**config.mk**
```make
export PLATFORM = sky130hd
export DESIGN_NAME = universal_shift_reg
export DESIGN_NICKNAME = d
export VERILOG_FILES = /design/src/rtl/shift_pkg.sv /design/src/rtl/shift_unit.sv /design/src/rtl/universal_shift_reg.sv
export SDC_FILE = /design/constraint.sdc
export NUM_CORES = 1
export LEC_CHECK = 0
export ABC_CLOCK_PERIOD_IN_PS = 4500
export CORE_AREA = 3 3 55 57
export CTS_CLUSTER_SIZE = 28
export DETAILED_ROUTE_END_ITERATION = 16
export DIE_AREA = 0 0 58 60
export PLACE_DENSITY = 0.82
export RECOVER_POWER = 50
export SYNTH_ARGS = -nofsm -noshare
export SYNTH_HDL_FRONTEND = slang
export SYNTH_HIERARCHICAL = 1
export SYNTH_SLANG_ARGS = --single-unit
```
**constraint.sdc**
```tcl
create_clock -name clk -period 4.5 [get_ports clk]
set_clock_uncertainty 0.15 [all_clocks]
set_input_delay 0.45 -clock clk [delete_from_list [all_inputs] [get_ports clk]]
set_output_delay 0.45 -clock clk [all_outputs]
set_load 0.01 [all_outputs]
```
**src/rtl/shift_pkg.sv**
```systemverilog
// Shared encodings for the universal shift register: operation modes and burst FSM states.
package shift_pkg;

  typedef enum logic [2:0] {
    MODE_HOLD = 3'b000,
    MODE_SHL  = 3'b001,
    MODE_SHR  = 3'b010,
    MODE_ROL  = 3'b011,
    MODE_ROR  = 3'b100,
    MODE_ASR  = 3'b101,
    MODE_RSV6 = 3'b110,
    MODE_RSV7 = 3'b111
  } mode_t;

  typedef enum logic [1:0] {
    ST_IDLE = 2'b00,
    ST_RUN  = 2'b01,
    ST_DONE = 2'b10
  } state_t;

  // Left-moving modes expose the MSB on the serial output; everything else the LSB.
  function automatic logic sout_from_msb(input logic [2:0] m);
    return (m == MODE_SHL) || (m == MODE_ROL);
  endfunction

endpackage

```
**src/rtl/shift_unit.sv**
```systemverilog
// Combinational next-value datapath shared by single-step and burst operation.
module shift_unit
  import shift_pkg::*;
#(
  parameter int WIDTH = 8
) (
  input  logic [WIDTH-1:0] q,
  input  logic             sin,
  input  logic [2:0]       mode,
  output logic [WIDTH-1:0] next_q
);

  always_comb begin
    next_q = q;
    case (mode_t'(mode))
      MODE_SHL: next_q = {q[WIDTH-2:0], sin};
      MODE_SHR: next_q = {sin, q[WIDTH-1:1]};
      MODE_ROL: next_q = {q[WIDTH-2:0], q[WIDTH-1]};
      MODE_ROR: next_q = {q[0], q[WIDTH-1:1]};
      MODE_ASR: next_q = {q[WIDTH-1], q[WIDTH-1:1]};
      default:  next_q = q;
    endcase
  end

endmodule

```
**src/rtl/universal_shift_reg.sv**
```systemverilog
// Universal shift register with parallel load, single-step modes and counted bursts
// driven by an IDLE/RUN/DONE controller.
module universal_shift_reg
  import shift_pkg::*;
#(
  parameter  int WIDTH = 8,
  localparam int CW    = $clog2(WIDTH + 1)
) (
  input  logic             clk,
  input  logic             reset,
  input  logic             load,
  input  logic [WIDTH-1:0] pdata,
  input  logic [2:0]       mode,
  input  logic             sin,
  input  logic             start,
  input  logic [CW-1:0]    nshift,
  output logic [WIDTH-1:0] q,
  output logic             sout,
  output logic             busy,
  output logic             done
);

  state_t           state;
  logic [2:0]       cap_mode;
  logic [CW-1:0]    cnt;
  logic [CW-1:0]    start_cnt;
  logic [2:0]       eff_mode;
  logic [WIDTH-1:0] next_q;

  assign start_cnt = (nshift > CW'(WIDTH)) ? CW'(WIDTH) : nshift;
  assign eff_mode  = (state == ST_IDLE) ? mode : cap_mode;
  assign sout      = sout_from_msb(eff_mode) ? q[WIDTH-1] : q[0];

  shift_unit #(.WIDTH(WIDTH)) u_shift (
    .q      (q),
    .sin    (sin),
    .mode   (eff_mode),
    .next_q (next_q)
  );

  always_ff @(posedge clk) begin
    if (reset) begin
      state    <= ST_IDLE;
      q        <= '0;
      busy     <= 1'b0;
      done     <= 1'b0;
      cap_mode <= '0;
      cnt      <= '0;
    end else begin
      case (state)
        ST_IDLE: begin
          if (load) begin
            q <= pdata;
          end else if (start) begin
            cap_mode <= mode;
            cnt      <= start_cnt;
            if (start_cnt == '0) begin
              state <= ST_DONE;
              done  <= 1'b1;
            end else begin
              state <= ST_RUN;
              busy  <= 1'b1;
            end
          end else begin
            q <= next_q;
          end
        end
        ST_RUN: begin
          // cnt holds shifts still to apply, so busy drops on the edge of the last one
          q   <= next_q;
          cnt <= cnt - CW'(1);
          if (cnt == CW'(1)) begin
            state <= ST_DONE;
            busy  <= 1'b0;
            done  <= 1'b1;
          end
        end
        ST_DONE: begin
          state <= ST_IDLE;
          done  <= 1'b0;
        end
        default: begin
          state <= ST_IDLE;
          busy  <= 1'b0;
          done  <= 1'b0;
        end
      endcase
    end
  end

endmodule

```
==> Word-level counts from Yosys, hierarchy flattened <==
Cells that the tools add are included.
{ "word_totals": {"output_inout_bits": 11, "in_bits": 20, "reg_bits": 19, "wordCells": 59} }
{ "op_classes": {"mux": 25, "bitwise_logic": 2, "order_cmp": 1, "eq_ne": 14, "n_reduce_logical": 10, "addsub": 1} }
{ "op_table": {"columns": ["operator", "n"], "rows": [
  ["$pmux 8 s5", 1],
  ["$mux 8", 2],
  ["$pmux 8 s2", 1],
  ["$mux 4", 3],
  ["$mux 1", 9],
  ["$reduce_and 3->1", 3],
  ["$mux 2", 4],
  ["$ne 2x2->1 const B", 4],
  ["$pmux 4 s2", 1],
  ["$eq 3x2->1 const B", 2],
  ["$eq 3x3->1 const B", 2],
  ["$reduce_and 5->1", 1],
  ["$eq 4x1->1 const B", 1],
  ["$gt 4x4->1 const B", 1],
  ["$logic_not 4->1", 1],
  ["$pmux 2 s2", 1],
  ["$reduce_and 4->1", 1],
  ["$sub 4x1->4 const B", 1],
  ["$eq 3x1->1 const B", 1],
  ["$mux 3", 1],
  ["$ne 3x3->1 const B", 1],
  ["$pmux 1 s3", 1],
  ["$eq 2x1->1 const B", 1],
  ["$eq 2x2->1 const B", 1],
  ["7 further kinds", 8]
]} }

==> Longest topological paths before layout <==
Gate-level depths: netlist (run 1).
{ "depth": {"word_depth": 7, "mapped_depth": 9, "ltp_nobuf": 7} }

==> Hierarchy <==
The synthesis (run 1) kept the hierarchy.
{ "by_module_without_submodules": {"columns": ["module", "instances", "seq_area_each_um2", "area_each_um2", "cells_each"], "rows": [
  ["universal_shift_reg", 1, 380.4, 1002.2, 119],
  ["shift_unit", 1, 0.0, 342.8, 53]
]} }

==> Worst setup path after synthesis (run 1) <==
OpenSTA, ideal clock, no wires.
{ "synth_timing": {"path_kind": "register -> register", "startpoint": "register state[0]", "endpoint": "register q[1]", "setup_time_ns": 0.091, "period_less_slack_ns": 2.110, "t_arrival_ns": 1.869, "n_path_buf": 3, "required_ns": 4.259, "path_slack_ns": 2.390, "stages_incl_launch_ff": 10, "path_cell_list": "dfxtp_1 -> buf_4 -> nor2_2 -> mux2_2 -> buf_6 -> dlygate4sd1_1 -> o21ai_1 -> o221a_1 -> nand2_1 -> a311oi_1"} }
{ "synth_between": {"elab_chain_len": 7, "word_cells_on_any_way": 15, "classes_between": "eq/ne: 7; mux: 5; reduce/logical: 3"} }
{ "synth_lines": {"columns": ["element", "line", "rtl"], "rows": [
  ["from (decl)", "universal_shift_reg.sv:23", "state_t state;"],
  ["from (signal assigned)", "universal_shift_reg.sv:43", "state <= ST_IDLE;"],
  ["from (signal assigned)", "universal_shift_reg.sv:58", "state <= ST_DONE;"],
  ["from (signal assigned)", "universal_shift_reg.sv:61", "state <= ST_RUN;"],
  ["$logic_not 2->1 (*)", "universal_shift_reg.sv:31", "assign eff_mode = (state == ST_IDLE) ? mode : cap_mode;"],
  ["$mux 3 (*)", "universal_shift_reg.sv:31", null],
  ["named net eff_mode[1]", "universal_shift_reg.sv:27", "logic [2:0] eff_mode;"],
  ["$eq 3x3->1, or another cell as far along", "shift_unit.sv:15", "case (mode_t'(mode))"],
  ["$pmux 8 s5 (*)", "shift_unit.sv:15", null],
  ["named net next_q[1]", "universal_shift_reg.sv:28", "logic [WIDTH-1:0] next_q;"],
  ["$mux 8", "universal_shift_reg.sv:54", "end else if (start) begin"],
  ["$mux 8", "universal_shift_reg.sv:52", "if (load) begin"],
  ["$pmux 8 s2 (*)", "universal_shift_reg.sv:50", "case (state)"],
  ["to (signal assigned)", "universal_shift_reg.sv:53", "q <= pdata;"],
  ["to (signal assigned)", "universal_shift_reg.sv:65", "q <= next_q;"],
  ["to (signal assigned)", "universal_shift_reg.sv:70", "q <= next_q;"],
  ["to (decl)", "universal_shift_reg.sv:17", "output logic [WIDTH-1:0] q,"]
]} }
Mark *: on every way through the listed nets, which the timed path passes. The rest lies on a longest branch. The select of a mux whose other input is x is not followed.
A chain may end at the register's enable or synchronous reset.

==> Worst setup path in the final report (run 1) <==
{ "layout_timing": {"startpoint": "register state[1]", "endpoint": "output sout"} }
{ "layout_between": {"elab_chain_len": 5, "word_cells_on_any_way": 6, "classes_between": "eq/ne: 2; mux: 2; reduce/logical: 2"} }
{ "layout_lines": {"columns": ["element", "line", "rtl"], "rows": [
  ["$logic_not 2->1 (*)", "universal_shift_reg.sv:31", null],
  ["$mux 3 (*)", "universal_shift_reg.sv:31", null],
  ["named net eff_mode[2]", "universal_shift_reg.sv:27", null],
  ["$eq 3x1->1 / $eq 3x2->1 (equally long branches)", "shift_pkg.sv:23", "return (m == MODE_SHL) || (m == MODE_ROL);"],
  ["$logic_or 1x1->1 (*)", "shift_pkg.sv:23", null],
  ["$mux 1 (*)", "universal_shift_reg.sv:32", "assign sout = sout_from_msb(eff_mode) ? q[WIDTH-1] : q[0];"],
  ["to (decl)", "universal_shift_reg.sv:18", "output logic sout,"]
]} }
Mark *: on every way through the listed nets, which the timed path passes. The rest lies on a longest branch.

==> flow_metrics.tcl, run 1 <==
set metrics [dict create \
    result_of_the_run "complete, no violations" \
    final_common_cell "clkdlybuf4s50_1" \
    setup_viol 0 \
    tritoncts "done" \
    cts_inserted_buffers 3 \
    synth.net_count 194 \
    initialDrtViolationCount 79 \
    maxClockFrequency_mhz 338 \
    synth_enable_flop_cells 0 \
    postSynth.asyncResetShare_pct 0 \
    track_usage_pct 19.7 \
    detailed_place_hpwl_um 2360 \
    die-area_mm2 0.00348 \
    worstPathBufferInverterCount 1 \
    total_detailed_routing_wirelength_um 3210 \
    first_global_vias 1235 \
    synth-seq-cells 19 \
    timing.final.hold_violations 0 \
    worst_path_dominant_cell_family "multiplexers" \
    timing.critical_path.slowest_stage_cell "dfxtp_1" \
    cts_root_buf "clkbuf_4" \
    yosys.area_share.simple_pct 29.8 \
    drt.antenna.violating_nets 0 \
    dpl_cell_area_mm2 0.00161 \
    multi_input_comb_area_um2 846 \
    setup_tns_ns 0 \
    drt-pass1-iter-count 4 \
    post-place-ws_ns 1.69 \
    yosys-mux-area-fraction_pct 5.21 \
    cts-resized-gates 0 \
    report.power.total_uw 470 \
    boundaryPins 31 \
    p_per_cell_area_mw_per_mm2 288 \
    cts_max_path_buffers 2 \
    cap_viol_max_count 0 \
    final_nets 217 \
    cts_post_setup_buffers_inserted 0 \
    cts_htree_levels 1 \
    final_layout_size_suffix_gt1_share_pct 9.28 \
    timing.critical_path.required_ns 3.90 \
    netlist_instances 172 \
    synth-xor-area-share_pct 0 \
    standard_cell_rows 18 \
    arrival_worst_endpoint_ns 2.36 \
    slew_headroom_pct 49.4 \
    grt_first_pass_wirelength_um 5400 \
    finalInstanceArea_mm2 0.00163 \
    largest_net_degree_at_the_start_of_global_routing 24 \
    worstSkewPairLatency_ns 0.30 \
    crit_path_max_fanout 23 \
    crit_path_end "sout" \
    syn_to_final_growth_pct 21.1 \
    layout.cells.most_common_list "20 x clkdlybuf4s50_1, 19 x dfxtp_1, 18 x nand2_1" \
    post_synth_num_cell_types 46 \
    timing.final.max_slew_violations 0 \
    seq_area_frac_synth_pct 28.3 \
    ff2ff_path_depth 7 \
    startpoint_of_the_worst_slack_reg_to_reg_timing_path "state[1]" \
    final.min_clock_period_ns 2.96 \
    cp_num_cells 5 \
    synthesis.area_mm2 0.00135 \
    synth_ff_type "dfxtp_1" \
    post_cts_hold_buffer_count 0 \
    min_period_over_period_pct 65.8 \
    initial_core_util_pct 53.3 \
    postSynthAreaPerCell_um2 7.82 \
    globalplace.congestion 0.880 \
    globalRoute.totalOverflow 0 \
    worst_setup_hold_path_clk_slew_ns 0.11 \
    arithmetic_cell_share_of_the_synthesized_area_counting_full_adders_half_adders_and_majority_gates_pct 1.86 \
    finalNonFillerCells 224 \
    path_class "reg2out" \
    detail_route.drc_violations 0 \
    antenna_cells 0 \
    port_buffers 30 \
    tightest_slew_ns 0.756 \
    area_used_by_sequential_logic_in_the_layout_um2 380 \
    die_span_in_y_um 60 \
    setup_slack_ns 1.54 \
    vias_per_cell 5.92 \
    hp-class "reg2reg" \
    detailroute.via_count 1327 \
    detail_route.wl_per_cell_um 14.3 \
    cts_num_sinks 19 \
    worst_path_largest_cell_delay_ns 0.55 \
    antenna_found_initial 0 \
    power_leakage_nw 0.617 \
    rrSetupSlack_ns 2.22 \
    synth_compound_gate_area_share_pct 26.4 \
    combinational_family_with_the_most_area_after_synthesis "simple AND/OR/NAND/NOR gates" \
    peakVddDrop_v 0.000216 \
    worst_setup_path_startpoint "state[1]" \
    grt_setup_unrepaired "no" \
    timing.rr.end "q[0]" \
    floorplan.core_area_mm2 0.00252 \
    timing.critical_path.from_type "flop" \
    critPathCaptureType "output port" \
    critical_path.cell_chain "nor2_2 > mux2_4 > nand2b_1 > mux2_1 > clkdlybuf4s50_1" \
    n_fill_cell 234 \
    die_w_um 58 \
    synth_warnings 6 \
    dp_cells 220 \
]
[state kept, by name (all words and copies together), names as in the netlist]
signal / cells
busy: 1
q: 8
cap_mode: 3
done: 1
state: 2
cnt: 4
[Yosys cell counts (2+ instances only)]
library cell	count	area, µm²
nor3_1	12	60.1
nor2b_1	6	37.5
o221a_1	6	67.6
dfxtp_1	19	380
a22oi_1	2	15.0
a21oi_1	6	30.0
buf_2	6	30.0
mux2_2	3	33.8
a311oi_1	8	70.1
nand2b_1	6	37.5
nor2_2	4	25.0
nor2_1	16	60.1
inv_1	10	37.5
ha_1	2	25.0
buf_6	2	22.5
o21ai_1	6	30.0
o21ai_0	4	20.0
a221oi_2	2	30.0
nand2_1	18	67.6
nand3_1	8	40.0
[tightest hold or removal path, cell delays in order, from the launching register on]
cell,delay [ns]
dfxtp_1,0.33
nand2_1,0.05
a21oi_1,0.05
[cells by family (layout without fill, tap and decap cells)]
logic type               Yosys count  count (layout)
flip-flops                        19              19
multiplexers                       6               6
AND/OR/NAND/NOR                   78              78
adder cells (fa/ha/maj)            2               2
AO/OA/AOI/OAI                     45              45
buffers and inverters             22              44
[layout make-up]
cell class | count | share of cell area, %
inverters | 10 | 2.30
clock inverters | 1 | 0.307
well taps | 30 | 2.30
clock buffers | 3 | 1.38
repair buffers | 30 | 18.4
flip-flops and latches | 19 | 23.3
multi-input cells | 131 | 51.9
[routing by layer]
layer,global-route usage [%],share of wire (%),up-vias
li1,-,-,671
met5,0,0,-
met4,8.28,1.7,0
met2,34.4,47,44
met3,2.59,5.4,6
met1,24.3,46,606
[worst min-delay path by stage]
stage | start | to | slack (ns) | depth (start not counted)
2_1_floorplan | cap_mode[0] | cap_mode[0] | 0.28 | 2
3_3_place_gp | done | done | 0.30 | 2
3_5_place_dp | cap_mode[2] | cap_mode[2] | 0.30 | 2
4_1_cts | cap_mode[2] | cap_mode[2] | 0.32 | 2
5_1_grt | cap_mode[1] | cap_mode[1] | 0.34 | 2
6_report | cap_mode[2] | cap_mode[2] | 0.32 | 2
[stage by stage]
stage / utilization (%) / hold slack [ns]
after floorplan: - / 0.284
after global placement: 63.7 / 0.297
after detailed placement: 63.7 / 0.299
after CTS: 64.8 / 0.316
after global routing: 64.6 / 0.343
final: 64.6 / 0.318
[where the power goes]
part | total, mW | internal, mW | switching [mW]
sequential | 0.205 | 0.184 | 0.0210
clock | 0.0881 | 0.0332 | 0.0549
combinational | 0.176 | 0.0884 | 0.0878
total | 0.470 | 0.306 | 0.164
(Power assumes the default switching activity.)
==> inputs of run 2 (changes only) <==
Settings changed: ABC_CLOCK_PERIOD_IN_PS 4500 to 2410, CORE_AREA 3 3 55 57 to 3 3 59 61, DIE_AREA 0 0 58 60 to 0 0 62 64, PLACE_DENSITY 0.82 to 0.75.
Clock period 4.5 ns to 2.41 ns, I/O delays scaled along.
==> run 2 against run 1 <==
  * Sequential power grew 85%
  * Combinational power grew 99%
  * Register-to-register slack lost 2.0 ns
  * Clock-buffer cell count is the same
==> flow_metrics.tcl, run 2 (synthesized netlist as in run 1, its figures left out) <==
set metrics [dict create \
    port_buffers 30 \
    crit_path_max_fanout 3 \
    multi_input_comb_area_um2 856 \
    floorplan.core_area_mm2 0.00303 \
    cap_viol_max_count 0 \
    timing.final.max_slew_violations 0 \
    finalHoldWorstSlack_ns 0.311 \
    final_layout_size_suffix_gt1_share_pct 12.9 \
    peakVddDrop_v 0.000305 \
    initialDrtViolationCount 99 \
    globalRoute.totalOverflow 0 \
    result_of_the_run "complete, no violations" \
    report.power.total_uw 906 \
    cts_inserted_buffers 3 \
    globalplace.congestion 0.893 \
    worstSkewPairLatency_ns 0.31 \
    die-area_mm2 0.00397 \
    setup_tns_ns 0 \
    power_leakage_nw 0.652 \
    detail_route.drc_violations 0 \
    grt_setup_unrepaired "no" \
    final_common_cell "clkdlybuf4s50_1" \
    min_period_over_period_pct 93.8 \
    detailed_place_hpwl_um 2670 \
    timing.critical_path.required_ns 2.02 \
    layout.cells.most_common_list "21 x clkdlybuf4s50_1, 19 x dfxtp_1, 18 x nand2_1" \
    worst_setup_hold_path_clk_slew_ns 0.13 \
    cts_root_buf "clkbuf_4" \
    drt-pass1-iter-count 4 \
    arrival_worst_endpoint_ns 1.87 \
    critPathCaptureType "output port" \
    antenna_found_initial 0 \
    timing.critical_path.from_type "flop" \
    maxClockFrequency_mhz 442 \
    track_usage_pct 19.0 \
    largest_reg_flops 8 \
    worst_setup_path_startpoint "state[1]" \
    p_per_cell_area_mw_per_mm2 529 \
    largest_register "q" \
    area_used_by_sequential_logic_in_the_layout_um2 380 \
    first_global_vias 1331 \
    finalInstanceArea_mm2 0.00171 \
    largest_net_degree_at_the_start_of_global_routing 23 \
    path_class "reg2out" \
    tightest_slew_ns 0.571 \
    cts_max_path_buffers 2 \
    hp-class "reg2reg" \
    n_fill_cell 289 \
    detailroute.via_count 1368 \
    vias_per_cell 5.56 \
    worstHoldStart "done" \
    boundaryPins 31 \
    final.min_clock_period_ns 2.26 \
    drt.antenna.violating_nets 0 \
    setup_viol 0 \
    post_cts_hold_buffer_count 0 \
    tritoncts "done" \
    total_detailed_routing_wirelength_um 3380 \
    cts_num_sinks 19 \
    slew_headroom_pct 61.8 \
    syn_to_final_growth_pct 27.4 \
    cts_htree_levels 1 \
    final_nets 225 \
    dpl_cell_area_mm2 0.00168 \
    detail_route.wl_per_cell_um 13.7 \
    top_regs "q x8, cnt x4, cap_mode x3" \
    timing.final.hold_violations 0 \
    standard_cell_rows 20 \
    initial_core_util_pct 44.4 \
    die_span_in_y_um 64 \
    grt_first_pass_wirelength_um 5840 \
    die_w_um 62 \
    antenna_cells 0 \
    startpoint_of_the_worst_slack_reg_to_reg_timing_path "state[1]" \
]
run 2: cell count changes in the layout (fill, tap and decap cells not counted), sizes merged:
cell	previous run	this run
buf	0	7
clkinvlp	0	1
clkbuf	3	4
dlygate4sd3	10	8
clkinv	1	0
dlygate4sd2	0	1
clkdlybuf4s50	20	21
run 2: cell type report:
type | count | share of cell area [%]
Inverter | 10 | 2.19
Multi-Input combinational cell | 131 | 49.9
Timing Repair Buffer | 38 | 20.7
Clock inverter | 1 | 0.438
Tap cell | 44 | 3.21
Clock buffer | 3 | 1.31
Sequential cell | 19 | 22.2
run 2: critical path: stages (launching register included):
cell and delay [ns]:
dfxtp_1 0.35, nor2_4 0.16, mux2_4 0.32, nand2b_1 0.14, mux2_1 0.30, dlygate4sd2_1 0.28
run 2: power by group:
part	total, mW	switching (mW)	internal [mW]
Combinational	0.351	0.174	0.177
Sequential	0.379	0.0346	0.344
Clock	0.177	0.114	0.0632
run 2: timing repair:
| action | in CTS | in global routing |
|---|---|---|
| buffers inserted | 0 | 0 |
| setup endpoints to repair | 1 | 0 |
| resized for setup | 2 | 0 |
run 2: per-layer routing:
| metal | GRT usage [%] | vias to the layer above | wire [µm] |
|---|---|---|---|
| li1 | - | 689 | - |
| met1 | 23.7 | 635 | 1460 |
| met2 | 31.5 | 35 | 1720 |
| met3 | 2.83 | 9 | 131 |
| met4 | 7.69 | 0 | 66 |
| met5 | 0 | - | 0 |
run 2: final timing paths:
path | end | cells after the start | slack (ns)
setup / recovery | sout | 5 | 0.15
hold / removal | done | 2 | 0.31
setup reg to reg | q[0] | 8 | 0.26
hold reg to reg | done | 2 | 0.31
run 2: through the flow:
step / std cells / utilization [%] / worst slack (ns)
finish: 246 / 56.6 / 0.149
global route: 246 / 56.6 / 0.0573
CTS: 246 / 56.7 / 0.127
detailed placement: 242 / 55.6 / 0.154
global placement: 242 / 55.6 / 0.158
floorplan: 172 / - / 0.300
==> inputs of run 3 (changes only) <==
Settings changed: CAP_MARGIN set to 20, CORE_AREA 3 3 59 61 to 2 2 58 60, DIE_AREA 0 0 62 64 to 0 0 60 62.
==> run 3 against run 2 <==
  * Cell area shrank 1.0%
  * Power shrank 3.1%
  * Wire length shrank 13%
  * Via count shrank 2.4%
  * Clock-buffer cell count is the same
  * Sequential power is essentially flat
  * Combinational power shrank 4%
  * Sequential share of layout area grew 0.23 points
  * Non-clock buffer count shrank 1
  * Core utilization shrank 3.2 points
  * Hold slack is essentially flat
  * Setup slack gained 0.011 ns
  * Largest cell class unchanged
  * Highest routed layer unchanged
==> flow_metrics.tcl, run 3 (synthesized netlist as in run 1, its figures left out) <==
set metrics [dict create \
    result_of_the_run "complete, no violations" \
    die_w_um 60 \
    floorplan.core_area_mm2 0.00318 \
    first_global_vias 1134 \
    maxClockFrequency_mhz 445 \
    hp-class "reg2reg" \
    setup_tns_ns 0 \
    globalRoute.totalOverflow 0 \
    min_period_over_period_pct 93.3 \
    layout.cells.most_common_list "22 x clkdlybuf4s50_1, 19 x dfxtp_1, 18 x nand2_1" \
    cts_num_sinks 19 \
    cap_viol_max_count 0 \
    vias_per_cell 5.40 \
    final.min_clock_period_ns 2.25 \
    timing.critical_path.required_ns 2.02 \
    slew_headroom_pct 62.3 \
    worst_setup_hold_path_clk_slew_ns 0.12 \
    worst_path_largest_cell_delay_ns 0.35 \
    startpoint_of_the_worst_slack_reg_to_reg_timing_path "state[1]" \
    initialDrtViolationCount 117 \
    crit_path_max_fanout 3 \
    die_span_in_y_um 62 \
    final_nets 224 \
    initial_core_util_pct 42.3 \
    arrival_worst_endpoint_ns 1.86 \
    rrSetupSlack_ns 0.27 \
    worstPathBufferInverterCount 1 \
    global_route.peak_usage_layer "met2" \
    boundaryPins 31 \
    worstHoldStart "cap_mode[2]" \
    grt_setup_unrepaired "no" \
    path_class "reg2out" \
    top_regs "q x8, cnt x4, cap_mode x3" \
    timing.critical_path.slowest_stage_cell "dfxtp_1" \
    worstSkewPairLatency_ns 0.30 \
    cts_post_setup_buffers_inserted 0 \
    worst_path_dominant_cell_family "multiplexers" \
    die-area_mm2 0.00372 \
    power_leakage_nw 0.648 \
    setup_viol 0 \
    grt.met3_usage_pct 1.86 \
    timing.final.max_slew_violations 0 \
    n_fill_cell 318 \
    peakVddDrop_v 0.000266 \
    detailroute.via_count 1335 \
    final_layout_size_suffix_gt1_share_pct 11.4 \
    use_met2_pct 28.1 \
    timing.critical_path.from_type "flop" \
    total_detailed_routing_wirelength_um 2940 \
    detail_route.drc_violations 0 \
    globalRouteMet1Util_pct 25.0 \
    critPathCaptureType "output port" \
    worst_setup_path_startpoint "state[1]" \
    antenna_found_initial 0 \
    drt.antenna.violating_nets 0 \
    critical_path.cell_chain "nor2_4 > mux2_4 > nand2b_1 > mux2_1 > dlygate4sd2_1" \
    p_per_cell_area_mw_per_mm2 518 \
    syn_to_final_growth_pct 26.1 \
    largest_register "q" \
    cts_max_path_buffers 2 \
    cts_root_buf "clkbuf_4" \
    tightest_slew_ns 0.565 \
    report.power.total_uw 878 \
    cts_htree_levels 1 \
    post-route-util_pct 53.4 \
    detail_route.wl_per_cell_um 11.9 \
    drt-pass1-iter-count 4 \
    tritoncts "done" \
    detailed_place_hpwl_um 2270 \
    track_usage_pct 17.6 \
    timing.final.hold_violations 0 \
    grt_first_pass_wirelength_um 5120 \
    largest_reg_flops 8 \
    standard_cell_rows 21 \
    port_buffers 30 \
    largest_net_degree_at_the_start_of_global_routing 23 \
    final_common_cell "clkdlybuf4s50_1" \
    cts_inserted_buffers 3 \
    globalplace.congestion 0.826 \
    antenna_cells 0 \
]
## run 3: cell count changes in the layout (fill, tap and decap cells not counted)
cell	delta
a221oi_1	+1
a221oi_2	-1
buf_4	-1
clkdlybuf4s50_1	+1
clkinv_2	+1
clkinvlp_4	-1
dlygate4sd3_1	-1
or4b_1	+1
or4b_4	-1
## run 3: cell type report
cell class	count	area [µm²]	area share [%]
multi-input cells	131	846	49.9
flip-flops and latches	19	380	22.4
repair buffers	37	348	20.5
well taps	46	57.6	3.39
inverters	10	37.5	2.21
clock buffers	3	22.5	1.33
clock inverters	1	5.00	0.295
## run 3: where the power goes
group | switching, mW | internal (mW) | total (mW)
registers | 0.0344 | 0.344 | 0.379
logic | 0.164 | 0.174 | 0.338
clock network | 0.100 | 0.0618 | 0.162
total | 0.299 | 0.580 | 0.878
## run 3: routing by layer
layer,routed length (µm),share of wire [%]
met1,1470,50
met2,1350,46
met3,90,3.1
met4,21,0.71
met5,0,0
## run 3: tightest hold or removal path, stage by stage, from the launching register on
cell	delay, ns
dfxtp_1	0.33
nand2_1	0.05
a21oi_1	0.05
## run 3: worst paths after layout
check | depth (start not counted) | to
max | 5 | sout
min | 2 | cap_mode[2]
max reg2reg | 8 | q[0]
min reg2reg | 2 | cap_mode[2]
## run 3: timing repair
action                     in CTS  in global routing
setup endpoints to repair       1                  0
hold buffers                    0                  0
gates resized for setup         2                  0
## run 3: through the flow
stage | area, µm² | setup slack [ns] | hold slack, ns | cells
after floorplan | 1350 | 0.300 | 0.227 | 172
after global routing | 1700 | 0.0507 | 0.338 | 247
after CTS | 1710 | 0.141 | 0.315 | 247
final | 1700 | 0.161 | 0.311 | 247
after global placement | 1680 | 0.157 | 0.291 | 243
after detailed placement | 1680 | 0.151 | 0.298 | 243
